**src/rtl/battle_link_ctl.sv**
```systemverilog
// Link-cable frame controller: arbitrates KO/bomb/status/score requests and
// drives each winner as a strobed frame. Every output comes straight from a register.
module battle_link_ctl #(
  parameter int HOLD_CYC = 4,
  parameter int SCORE_W  = 8
) (
  input  logic               clk,
  input  logic               pb_in_rst,
  input  logic               req_ko,
  input  logic               req_bomb,
  input  logic [2:0]         bomb_cnt,
  input  logic               req_stat,
  input  logic [1:0]         stat_val,
  input  logic               req_score,
  input  logic [SCORE_W-1:0] score_val,
  output logic               ack_ko,
  output logic               ack_bomb,
  output logic               ack_stat,
  output logic               ack_score,
  output logic               con_out_clk_sync,
  output logic               con_out_ko,
  output logic [2:0]         con_out_bomb,
  output logic [1:0]         con_out_stat,
  output logic [SCORE_W-1:0] con_out_score,
  output logic               busy
);

  localparam int CNT_W = (HOLD_CYC > 2) ? $clog2(HOLD_CYC) : 1;
  localparam logic [CNT_W-1:0] LAST_CNT = CNT_W'(HOLD_CYC - 1);
  localparam logic [CNT_W-1:0] HALF_M1  = CNT_W'(HOLD_CYC / 2 - 1);

  typedef enum logic [1:0] {IDLE, DRIVE, GAP, DONE} state_e;

  state_e             state_q, state_d;
  logic [CNT_W-1:0]   cnt_q, cnt_d;
  logic               lastKo_q, lastKo_d;
  logic               ackKo_q, ackKo_d;
  logic               ackBomb_q, ackBomb_d;
  logic               ackStat_q, ackStat_d;
  logic               ackScore_q, ackScore_d;
  logic               sync_q, sync_d;
  logic               ko_q, ko_d;
  logic [2:0]         bomb_q, bomb_d;
  logic [1:0]         stat_q, stat_d;
  logic [SCORE_W-1:0] score_q, score_d;
  logic               busy_q, busy_d;

  // Outputs are computed one cycle ahead so the grant edge already shows the first DRIVE cycle.
  always_comb begin
    state_d    = state_q;
    cnt_d      = cnt_q;
    lastKo_d   = lastKo_q;
    ackKo_d    = 1'b0;
    ackBomb_d  = 1'b0;
    ackStat_d  = 1'b0;
    ackScore_d = 1'b0;
    sync_d     = sync_q;
    ko_d       = ko_q;
    bomb_d     = bomb_q;
    stat_d     = stat_q;
    score_d    = score_q;

    case (state_q)
      IDLE: begin
        sync_d = 1'b0;
        if (req_ko) begin
          ackKo_d  = 1'b1;
          ko_d     = 1'b1;
          lastKo_d = 1'b1;
          cnt_d    = '0;
          state_d  = DRIVE;
        end else if (req_bomb) begin
          ackBomb_d = 1'b1;
          // An empty garbage attack is acknowledged but never put on the wire.
          if (bomb_cnt != 3'd0) begin
            bomb_d   = bomb_cnt;
            lastKo_d = 1'b0;
            cnt_d    = '0;
            state_d  = DRIVE;
          end
        end else if (req_stat) begin
          ackStat_d = 1'b1;
          stat_d    = stat_val;
          lastKo_d  = 1'b0;
          cnt_d     = '0;
          state_d   = DRIVE;
        end else if (req_score) begin
          ackScore_d = 1'b1;
          score_d    = score_val;
          lastKo_d   = 1'b0;
          cnt_d      = '0;
          state_d    = DRIVE;
        end
      end
      DRIVE: begin
        if (cnt_q == LAST_CNT) begin
          state_d = GAP;
          sync_d  = 1'b0;
          ko_d    = 1'b0;
          bomb_d  = 3'd0;
        end else begin
          cnt_d  = cnt_q + CNT_W'(1);
          sync_d = (cnt_q >= HALF_M1);
        end
      end
      GAP: begin
        sync_d  = 1'b0;
        state_d = lastKo_q ? DONE : IDLE;
        ko_d    = lastKo_q;
      end
      DONE: begin
        sync_d = 1'b0;
        ko_d   = 1'b1;
      end
      default: state_d = IDLE;
    endcase

    busy_d = (state_d != IDLE);
  end

  always_ff @(posedge clk or negedge pb_in_rst) begin
    if (!pb_in_rst) begin
      state_q    <= IDLE;
      cnt_q      <= '0;
      lastKo_q   <= 1'b0;
      ackKo_q    <= 1'b0;
      ackBomb_q  <= 1'b0;
      ackStat_q  <= 1'b0;
      ackScore_q <= 1'b0;
      sync_q     <= 1'b0;
      ko_q       <= 1'b0;
      bomb_q     <= 3'd0;
      stat_q     <= 2'd0;
      score_q    <= '0;
      busy_q     <= 1'b0;
    end else begin
      state_q    <= state_d;
      cnt_q      <= cnt_d;
      lastKo_q   <= lastKo_d;
      ackKo_q    <= ackKo_d;
      ackBomb_q  <= ackBomb_d;
      ackStat_q  <= ackStat_d;
      ackScore_q <= ackScore_d;
      sync_q     <= sync_d;
      ko_q       <= ko_d;
      bomb_q     <= bomb_d;
      stat_q     <= stat_d;
      score_q    <= score_d;
      busy_q     <= busy_d;
    end
  end

  assign ack_ko           = ackKo_q;
  assign ack_bomb         = ackBomb_q;
  assign ack_stat         = ackStat_q;
  assign ack_score        = ackScore_q;
  assign con_out_clk_sync = sync_q;
  assign con_out_ko       = ko_q;
  assign con_out_bomb     = bomb_q;
  assign con_out_stat     = stat_q;
  assign con_out_score    = score_q;
  assign busy             = busy_q;

endmodule

```
**config.mk**
```make
export PLATFORM = sky130hd
export DESIGN_NAME = battle_link_ctl
export DESIGN_NICKNAME = d
export VERILOG_FILES = /design/src/rtl/battle_link_ctl.sv
export SDC_FILE = /design/constraint.sdc
export NUM_CORES = 1
export LEC_CHECK = 0
export CORE_AREA = 10 10 79 54
export CTS_CLUSTER_SIZE = 12
export DETAILED_ROUTE_END_ITERATION = 7
export DIE_AREA = 0 0 89 64
export PLACE_DENSITY = 0.72
export RECOVER_POWER = 50
export SKIP_LAST_GASP = 1
export SLEW_MARGIN = 20
export SYNTH_ARGS = -nofsm -noshare
export SYNTH_HDL_FRONTEND = slang
export SYNTH_SLANG_ARGS = --single-unit
```
**constraint.sdc**
```tcl
create_clock -name clk -period 1.2 [get_ports clk]
set_input_delay 0.24 -clock clk [delete_from_list [all_inputs] [get_ports clk]]
set_output_delay 0.24 -clock clk [all_outputs]
set_load 0.02 [all_outputs]
```
==> metrics.cfg, run 1 <==
[global_route]
grt_antenna_before_repair = 0
grt_max_degree = 26
grt_usage = 0.1218
grt-ovfl-total = 0
grt_pass1_vias = 1061
grt_pass1_wl_mm = 5.464

[detailed_routing]
ant_nets = 0
wire_per_inst_um = 19.20
wirelength_mm = 3.495
vias = 963
drc_errors = 0
first_pass_iters = 4
drt-initial-drc-count = 61
routed_via_density = 5.291

[hold_path]
worstHoldPathCells = 2
hold_class = in -> reg
hp-start = req_bomb
holdPathEnd = ack_bomb$_DFF_PN0_

[place]
hpwl_mm = 2.447
dp_slack_ps = -604.0
io_buffers = 38
finalWeightedCongestion = 0.7606
dp_cells = 164

[worst_setup_path]
crit_slowest_cell = dfrtp_2
crit_type = reg -> reg
setup.worst_path.end_class = flop
r2r_cells = 4
max_stage_delay_ps = 460
critPathTopFamily = flip-flops
critPathBufInv = 1
cp_cell_sequence = buf_4 -> nor4b_4 -> o21ai_1 -> a32o_1
crit_arrival_ps = 1570
regToRegStartpoint = state_q[1]$_DFF_PN0_
cp_max_fo = 5
required_ps = 1360
worstReg2RegEnd = con_out_bomb[0]$_DFFE_PN0P_
r2r_slack_ps = -220
start_kind = flop

[timing]
fin_worst_skew_ps = 7.914
tightest_slew_ps = 622.5
hold_violations = 0
fin_hold_ws_ps = 492.8
min_period_over_period = 1.179
max_freq_ghz = 0.7066
post-route-min-period_ps = 1415
slew_violations = 0
slew_headroom = 0.5850
fin_ws_ps = -215.3
grt_setup_unrepaired = yes
setup_violations = 19

[floorplanning]
initial_core_util = 0.3834
die-area_um2 = 5696
io_pins = 39
coreArea_um2 = 2796
die_x_um = 89
chipHeight_um = 64
fp-row-count = 15

[clock_tree]
ctsRootBufferMaster = clkbuf_8
cts.path.max_buffers = 2
cts_tree = built
clock_sinks = 25
clk_pin_slew_ps = 80
cts_buffers = 3
htreeDepth = 1
hold_buffers = 0
clock_latency_ps = 270

[layout]
final_cell_mix = dfrtp_1 (23), buf_4 (21), clkdlybuf4s50_1 (15)
layout-drive-gt1-share = 0.4865
layout_commonest_cell = dfrtp_1
n_antenna_cell = 0
fin_nets = 169
fillers = 216
syn_to_final_growth_pct = 65.34
instances_no_fill = 182

[yosys]
synth_seq_cells = 25
synthDistinctLibCells = 27
yosysSeqAreaShare = 0.5834
synthCells = 81
avgSynthCellArea_um2 = 13.24
synth_nets = 101
yosysWarnings = 0
synthesis.area_um2 = 1072

[power_and_ir_drop]
switching_share = 0.3002
clkPwrFrac = 0.240
vdd_drop_max_uv = 676.4
p_switching_uw = 626.2
power.density_nw_per_um2 = 1177
p_seq_frac = 0.498
p_int_uw = 1460
power_leakage_uw = 0.0008945
totalPowerFinal_uw = 2086
p_comb_frac = 0.262

[status]
violations = negative setup slack
status = finished, violations left

[job]
cap_violations = 0

flip-flops by register name (all words and copies together), names as in the netlist, 2 cells and up:
name,flops
con_out_stat,2
state_q,2
con_out_bomb,3
cnt_q,2
con_out_score,8
worst register-to-register path, delay by kind of cell (launching register included):
family | cells | cell delay, ps
flip-flops | 1 | 460
AO/OA/AOI/OAI | 2 | 380
AND/OR/NAND/NOR | 1 | 310
buffers and inverters | 1 | 160
area by class of cell:
type | count | area (um^2) | area share
Tap cell | 34 | 42.54 | 0.02399
Inverter | 2 | 7.507 | 0.004234
Sequential cell | 25 | 628.1 | 0.3543
Multi-Input combinational cell | 53 | 520.5 | 0.2936
Clock buffer | 4 | 45.04 | 0.02541
Timing Repair Buffer | 64 | 529.3 | 0.2985
what timing repair did:
item,CTS,global route
pin swaps,7,3
gates resized for setup,55,24
endpoints found under the setup margin,39,36
gates cloned,1,0
buffers inserted,9,6
power by group through the flow:
stage / clock [uW] / combinational, uW / sequential (uW)
2_1_floorplan: 0 / 110 / 1150
3_3_place_gp: 0 / 594 / 1040
3_5_place_dp: 0 / 609 / 1050
4_1_cts: 508 / 577 / 1040
5_1_grt: 544 / 581 / 1060
6_report: 500 / 547 / 1040
cells by family (layout without fill, tap and decap cells):
| logic type | Yosys count | in the layout | synth area share |
|---|---|---|---|
| compound gates | 15 | 15 | 0.1015 |
| buf+inv | 4 | 70 | 0.01401 |
| mux | 10 | 10 | 0.1050 |
| fa+ha+maj | 1 | 1 | 0.01167 |
| simple gates | 26 | 27 | 0.1844 |
| flops | 25 | 25 | 0.5834 |
cells in the mapped netlist:
master / number / area (um^2)
a211oi_1: 1 / 7.510
a21o_1: 2 / 15.01
a21oi_1: 1 / 5.000
a31o_2: 1 / 8.760
a32o_1: 3 / 30.03
and3b_1: 1 / 8.760
clkbuf_1: 2 / 7.510
dfrtp_1: 25 / 625.6
ha_1: 1 / 12.51
inv_1: 2 / 7.510
mux2_2: 10 / 112.6
nand2_1: 5 / 18.77
nand2b_1: 1 / 6.260
nand3_1: 4 / 20.02
nand3b_4: 1 / 20.02
nand4bb_1: 1 / 11.26
nor2_1: 2 / 7.510
nor3_1: 3 / 15.01
nor3b_1: 3 / 22.52
nor4_4: 1 / 21.27
nor4b_4: 1 / 23.77
o21ai_0: 5 / 25.02
o22a_1: 1 / 8.760
o2bb2ai_1: 1 / 8.760
or2_2: 1 / 6.260
or3_1: 1 / 6.260
or4b_1: 1 / 10.01
metrics by stage:
| step | setup TNS (ps) | area (um^2) | utilization |
|---|---|---|---|
| floorplan | -1512 | 1080 | - |
| CTS | -2720 | 1784 | 0.6380 |
| finish | -2791 | 1773 | 0.6340 |
| detailed placement | -10330 | 1604 | 0.5736 |
| global route | -3920 | 1773 | 0.6340 |
| global placement | -9303 | 1604 | 0.5736 |
layer usage:
metal | wire length [um] | vias up | global-route usage
li1 | - | 435 | -
met3 | 233 | 4 | 0.04557
met5 | 0 | - | 0
met4 | 29 | 0 | 0.02964
met2 | 1839 | 29 | 0.2111
met1 | 1392 | 495 | 0.1381
how the worst max path moves through the flow:
stage                    startpoint                      endpoint  slack, ps  cells after the start
6_report       state_q[1]$_DFF_PN0_   con_out_bomb[0]$_DFFE_PN0P_       -220                      4
5_1_grt        state_q[1]$_DFF_PN0_  con_out_score[3]$_DFFE_PN0P_       -280                      4
4_1_cts        state_q[0]$_DFF_PN0_  con_out_score[0]$_DFFE_PN0P_       -190                      4
3_5_place_dp                 req_ko   con_out_bomb[0]$_DFFE_PN0P_       -600                      5
3_3_place_gp                 req_ko  con_out_score[6]$_DFFE_PN0P_       -530                      4
2_1_floorplan  state_q[0]$_DFF_PN0_  con_out_score[0]$_DFFE_PN0P_       -130                      3
No activity file was read; power rests on OpenSTA's default activity.
==> run 2: changes to the inputs <==
--- a/config.mk
+++ b/config.mk
@@ -5,11 +5,10 @@
 export SDC_FILE = /design/constraint.sdc
 export NUM_CORES = 1
 export LEC_CHECK = 0
-export CORE_AREA = 10 10 79 54
+export CORE_AREA = 10 10 89 60
 export CTS_CLUSTER_SIZE = 12
 export DETAILED_ROUTE_END_ITERATION = 7
-export DIE_AREA = 0 0 89 64
-export PLACE_DENSITY = 0.72
+export DIE_AREA = 0 0 99 70
 export RECOVER_POWER = 50
 export SKIP_LAST_GASP = 1
 export SLEW_MARGIN = 20
==> run 2 against run 1 <==
  * The flow still finishes with violations (negative setup slack)
  * Cell area down 1.1%
  * Count of clock-buffer cells in the layout is the same
  * Cell count grew 7.1%
  * Non-clock buffer count fell by 3
  * Hold slack gained 13 ps
==> metrics.cfg, run 2 (synthesized netlist as in run 1, its figures left out) <==
[layout]
final_cell_mix = dfrtp_1 (23), clkbuf_2 (17), buf_4 (16)
n_antenna_cell = 0  ; unchanged
largest_register_ff_count = 8  ; unchanged
design_area_um2 = 1753  ; -1.1%
layout-drive-gt1-share = 0.5103  ; +0.02386
layout_commonest_cell = dfrtp_1
final_util = 0.4552  ; -0.1788
fin_nets = 166  ; -1.8%
syn_to_final_growth_pct = 63.48

[detailed_routing]
vias = 891  ; -7.5%
wire_per_inst_um = 15.82  ; -18%
routed_via_density = 4.569  ; -14%
ant_nets = 0  ; unchanged
drt-initial-drc-count = 26  ; -57%
drc_errors = 0  ; unchanged
wirelength_mm = 3.085  ; -12%
first_pass_iters = 4  ; unchanged

[timing]
max_freq_ghz = 0.6931  ; -1.9%
fin_setup_tns_ps = -3004  ; -212.7 ps
slew_violations = 0  ; unchanged
slew_headroom = 0.6038  ; +0.01885
hold_violations = 0  ; unchanged
tightest_slew_ps = 594.2  ; -28.28 ps
setup_violations = 18  ; -1
fin_worst_skew_ps = 2.199  ; -5.716 ps
post-route-min-period_ps = 1443  ; +27.57 ps
grt_setup_unrepaired = yes
min_period_over_period = 1.202  ; +0.02297
fin_ws_ps = -242.9  ; -27.57 ps

[power_and_ir_drop]
p_seq_frac = 0.510  ; +0.012
p_comb_frac = 0.256  ; -0.006
p_int_uw = 1444  ; -1.0%
totalPowerFinal_uw = 2033  ; -2.6%
switching_share = 0.2893  ; -0.01089
power.density_nw_per_um2 = 1160  ; -1.4%
clkPwrFrac = 0.234  ; -0.006
power_leakage_uw = 0.0008877  ; -0.76%
p_switching_uw = 588.1  ; -6.1%
vdd_drop_max_uv = 625.5  ; -7.5%

[floorplanning]
io_pins = 39  ; unchanged
coreArea_um2 = 3851  ; +38%
initial_core_util = 0.2784  ; -0.1050
chipHeight_um = 70  ; +9.4%
die-area_um2 = 6930  ; +22%
fp-row-count = 18  ; +3
die_x_um = 99  ; +11%

[clock_tree]
cts_buffers = 3  ; unchanged
clock_latency_ps = 260  ; about the same
clk_pin_slew_ps = 80  ; about the same
cts.path.max_buffers = 2  ; unchanged
hold_buffers = 0  ; unchanged
cts_tree = built
htreeDepth = 1  ; unchanged
clock_sinks = 25  ; unchanged
ctsRootBufferMaster = clkbuf_8

[hold_path]
hold_class = in -> async

[worst_setup_path]
start_kind = flop
cp_max_fo = 5  ; unchanged
required_ps = 1350  ; about the same
crit_type = reg -> reg
crit_arrival_ps = 1590  ; +20 ps
setup.worst_path.end_class = flop

[place]
hpwl_mm = 2.307  ; -5.7%
finalWeightedCongestion = 0.7627  ; +0.28%
dpl_cell_area_um2 = 1647  ; +2.7%
io_buffers = 38  ; unchanged
dp_slack_ps = -579.9  ; +24.11 ps

[global_route]
grt_pass1_wl_mm = 5.202  ; -4.8%
grt_max_degree = 26  ; unchanged
grt_pass1_vias = 1022  ; -3.7%
grt-ovfl-total = 0  ; unchanged
grt_usage = 0.09071  ; -0.03109
grt_antenna_before_repair = 0  ; unchanged

[status]
status = finished, violations left
violations = negative setup slack

[job]
cap_violations = 0  ; unchanged

## run 2: final cells by class
type / instances / area [um^2]
fill: 352 / 2098
multi-input combinational: 53 / 508.0
timing repair buffer: 61 / 501.7
inverter: 2 / 7.507
clock buffer: 4 / 45.04
tap: 50 / 62.56
sequential: 25 / 628.1
## run 2: worst max-delay path: stages (launching register included)
cell and delay [ps]:
dfrtp_2 450, nor4_4 290, buf_6 160, nand3b_4 120, mux2_2 300
## run 2: through the flow
stage | instances | hold slack [ps]
global route | 195 | 537.9
floorplan | 81 | -55.59
detailed placement | 183 | 496.7
global placement | 183 | 491.0
finish | 195 | 505.8
CTS | 197 | 322.3
## run 2: final timing paths
check / start / depth (start not counted) / to / slack (ps)
worst max-delay path: state_q[0]$_DFF_PN0_ / 4 / con_out_score[1]$_DFFE_PN0P_ / -240
worst min-delay path: pb_in_rst / 2 / con_out_score[0]$_DFFE_PN0P_ / 510
worst max register to register: state_q[0]$_DFF_PN0_ / 4 / con_out_score[1]$_DFFE_PN0P_ / -240
worst min register to register: con_out_score[4]$_DFFE_PN0P_ / 1 / con_out_score[4]$_DFFE_PN0P_ / 510
max in group asynchronous: pb_in_rst / 2 / state_q[1]$_DFF_PN0_ / 270
min in group clk: con_out_score[4]$_DFFE_PN0P_ / 1 / con_out_score[4]$_DFFE_PN0P_ / 510
## run 2: repair_timing
action	in CTS	in global routing
setup buffers	9	2
gates resized for setup	54	30
pin swaps	4	2
endpoints found under the setup margin	42	39
endpoints found under the hold margin	0	0
cloned	1	0
## run 2: power by group through the flow
| stage | sequential, uW | clock (uW) | combinational (uW) |
|---|---|---|---|
| after floorplan | 1150 | 0 | 110 |
| after global placement | 1040 | 0 | 592 |
| after detailed placement | 1050 | 0 | 607 |
| after CTS | 1040 | 495 | 569 |
| after global routing | 1060 | 538 | 559 |
| final | 1040 | 476 | 520 |
## run 2: per-layer routing
layer	vias to the layer above	global-route usage	share of wire
met5	-	0	0
met4	0	0.02377	0.0088
met3	2	0.02259	0.033
met2	14	0.1657	0.53
met1	445	0.1016	0.42
li1	430	-	-
==> run 3: changes to the inputs <==
--- a/config.mk
+++ b/config.mk
@@ -9,7 +9,6 @@
 export CTS_CLUSTER_SIZE = 12
 export DETAILED_ROUTE_END_ITERATION = 7
 export DIE_AREA = 0 0 99 70
-export RECOVER_POWER = 50
 export SKIP_LAST_GASP = 1
 export SLEW_MARGIN = 20
 export SYNTH_ARGS = -nofsm -noshare
==> run 3 against run 2 <==
  * The flow still finishes with violations (negative setup slack)
  * Count of clock-buffer cells in the layout unchanged
  * Hold slack lost 180 ps
  * Die area did not move
  * Routed wire length rose by 0.49%
  * Maximum frequency hardly changed
  * Cell area rose by 0.86%
  * Critical path depth unchanged
  * Cell count did not move
  * Combinational power up 2%
  * Global-route usage unchanged
  * Critical path type unchanged
  * Largest power group unchanged
  * Highest routed layer unchanged
==> metrics.cfg, run 3 (synthesized netlist as in run 1, its figures left out) <==
[clock_tree]
cts_tree = built
clock_latency_ps = 260  ; about the same
cts.path.max_buffers = 2  ; unchanged
htreeDepth = 1  ; unchanged
cts_buffers = 3  ; unchanged
hold_buffers = 0  ; unchanged
ctsRootBufferMaster = clkbuf_8
clk_pin_slew_ps = 80  ; about the same
clock_sinks = 25  ; unchanged

[status]
status = finished, violations left
violations = negative setup slack

[place]
finalWeightedCongestion = 0.7627  ; unchanged
dp_slack_ps = -579.9  ; unchanged
hpwl_mm = 2.307  ; unchanged
io_buffers = 38  ; unchanged
dp_cells = 183  ; unchanged

[timing]
fin_ws_ps = -243.8  ; -0.9380 ps
post-route-min-period_ps = 1444  ; +0.9380 ps
fin_setup_tns_ps = -3013  ; -8.950 ps
slew_headroom = 0.7844  ; +0.1806
setup_violations = 18  ; unchanged
max_freq_ghz = 0.6926  ; about the same
slew_violations = 0  ; unchanged
fin_hold_ws_ps = 321.7  ; -184.1 ps
tightest_slew_ps = 322.0  ; -272.3 ps
grt_setup_unrepaired = yes
min_period_over_period = 1.203  ; about the same
hold_violations = 0  ; unchanged
fin_worst_skew_ps = 2.802  ; +0.6030 ps

[global_route]
grt_pass1_wl_mm = 5.202  ; unchanged
grt_usage = 0.09071  ; unchanged
grt_antenna_before_repair = 0  ; unchanged
grt_max_degree = 26  ; unchanged
grt_pass1_vias = 1022  ; unchanged
grt-ovfl-total = 0  ; unchanged

[layout]
final_cell_mix = dfrtp_1 (23), clkbuf_2 (16), buf_4 (16)
fin_nets = 166  ; unchanged
n_antenna_cell = 0  ; unchanged
largest_register_ff_count = 8  ; unchanged
layout_commonest_cell = dfrtp_1
fillers = 350  ; -0.57%
syn_to_final_growth_pct = 64.88
layout-drive-gt1-share = 0.5103  ; unchanged
instances_no_fill = 195  ; unchanged
multi_input_area_um2 = 508.0  ; unchanged
register_area_um2 = 628.1  ; unchanged

[floorplanning]
initial_core_util = 0.2784  ; unchanged
io_pins = 39  ; unchanged
die-area_um2 = 6930  ; unchanged
chipHeight_um = 70  ; unchanged
fp-row-count = 18  ; unchanged
coreArea_um2 = 3851  ; unchanged
die_x_um = 99  ; unchanged

[worst_setup_path]
crit_type = reg -> reg
crit_arrival_ps = 1590  ; about the same
cp_max_fo = 5  ; unchanged
required_ps = 1350  ; about the same
start_kind = flop
setup.worst_path.end_class = flop

[power_and_ir_drop]
p_comb_frac = 0.258  ; +0.002
power_leakage_uw = 0.0008927  ; +0.56%
p_switching_uw = 591.5  ; +0.58%
switching_share = 0.2896  ; about the same
power.density_nw_per_um2 = 1155  ; -0.37%
clkPwrFrac = 0.234  ; about the same
vdd_drop_max_uv = 626.6  ; +0.17%
totalPowerFinal_uw = 2042  ; +0.48%
p_int_uw = 1451  ; +0.44%
p_seq_frac = 0.508  ; -0.002

[detailed_routing]
met1_length_mm = 1.332  ; +2.1%
routed_via_density = 4.559  ; -0.22%
topRoutingLayerUsed = met4
ant_nets = 0  ; unchanged
drc_errors = 0  ; unchanged
wirelength_mm = 3.100  ; +0.49%
route.met2.wl_mm = 1.638  ; -0.67%
drt-initial-drc-count = 29  ; +12%
routed-wl-met3_um = 102  ; unchanged
wire_per_inst_um = 15.90  ; +0.49%
first_pass_iters = 4  ; unchanged
vias = 889  ; -0.22%

[hold_path]
hold_class = in -> async

[job]
cap_violations = 0  ; unchanged

[run 3: cell count changes in the layout (fill, tap and decap cells not counted)]
cell	before	now
clkdlybuf4s50_1	14	15
dlygate4sd3_1	1	0
buf_12	1	2
clkbuf_2	17	16
[run 3: worst max-delay path, stage by stage (launching register included)]
cell      delay [ps]
dfrtp_2          450
nor4_4           290
buf_6            160
nand3b_4         120
mux2_2           300
[run 3: routing by layer]
layer  up-vias  global-route usage
met5         -                   0
met2        14              0.1657
li1        430                   -
met1       443              0.1016
met3         2             0.02259
met4         0             0.02377
[run 3: final timing paths]
check	start	end	slack [ps]	depth (start not counted)
max	state_q[0]$_DFF_PN0_	con_out_score[1]$_DFFE_PN0P_	-240	4
min	pb_in_rst	con_out_score[0]$_DFFE_PN0P_	320	2
max reg2reg	state_q[0]$_DFF_PN0_	con_out_score[1]$_DFFE_PN0P_	-240	4
min reg2reg	con_out_score[4]$_DFFE_PN0P_	con_out_score[4]$_DFFE_PN0P_	510	1
max in group asynchronous	pb_in_rst	state_q[1]$_DFF_PN0_	720	2
min in group clk	con_out_score[4]$_DFFE_PN0P_	con_out_score[4]$_DFFE_PN0P_	510	1
[run 3: what timing repair did]
| action | 4_1_cts | 5_1_grt |
|---|---|---|
| cloned | 1 | 0 |
| pin swaps | 4 | 2 |
| hold endpoints to repair | 0 | 0 |
| buffers inserted | 9 | 2 |
| endpoints found under the setup margin | 42 | 39 |
| resized for setup | 54 | 30 |
[run 3: power groups by stage]
stage	combinational, uW	clock [uW]	sequential, uW
after floorplan	110	0	1150
after global placement	592	0	1040
after detailed placement	607	0	1050
after CTS	569	495	1040
after global routing	567	538	1060
final	528	478	1040
[run 3: final cells by class]
type	count	area share
clock buffers	4	0.02548
inverters	2	0.004246
multi-input cells	53	0.2873
flip-flops and latches	25	0.3553
well taps	50	0.03539
repair buffers	61	0.2923
[run 3: through the flow]
step | utilization | area (um^2)
after CTS | 0.4730 | 1822
after floorplan | - | 1080
final | 0.4591 | 1768
after detailed placement | 0.4276 | 1647
after global routing | 0.4591 | 1768
after global placement | 0.4276 | 1647
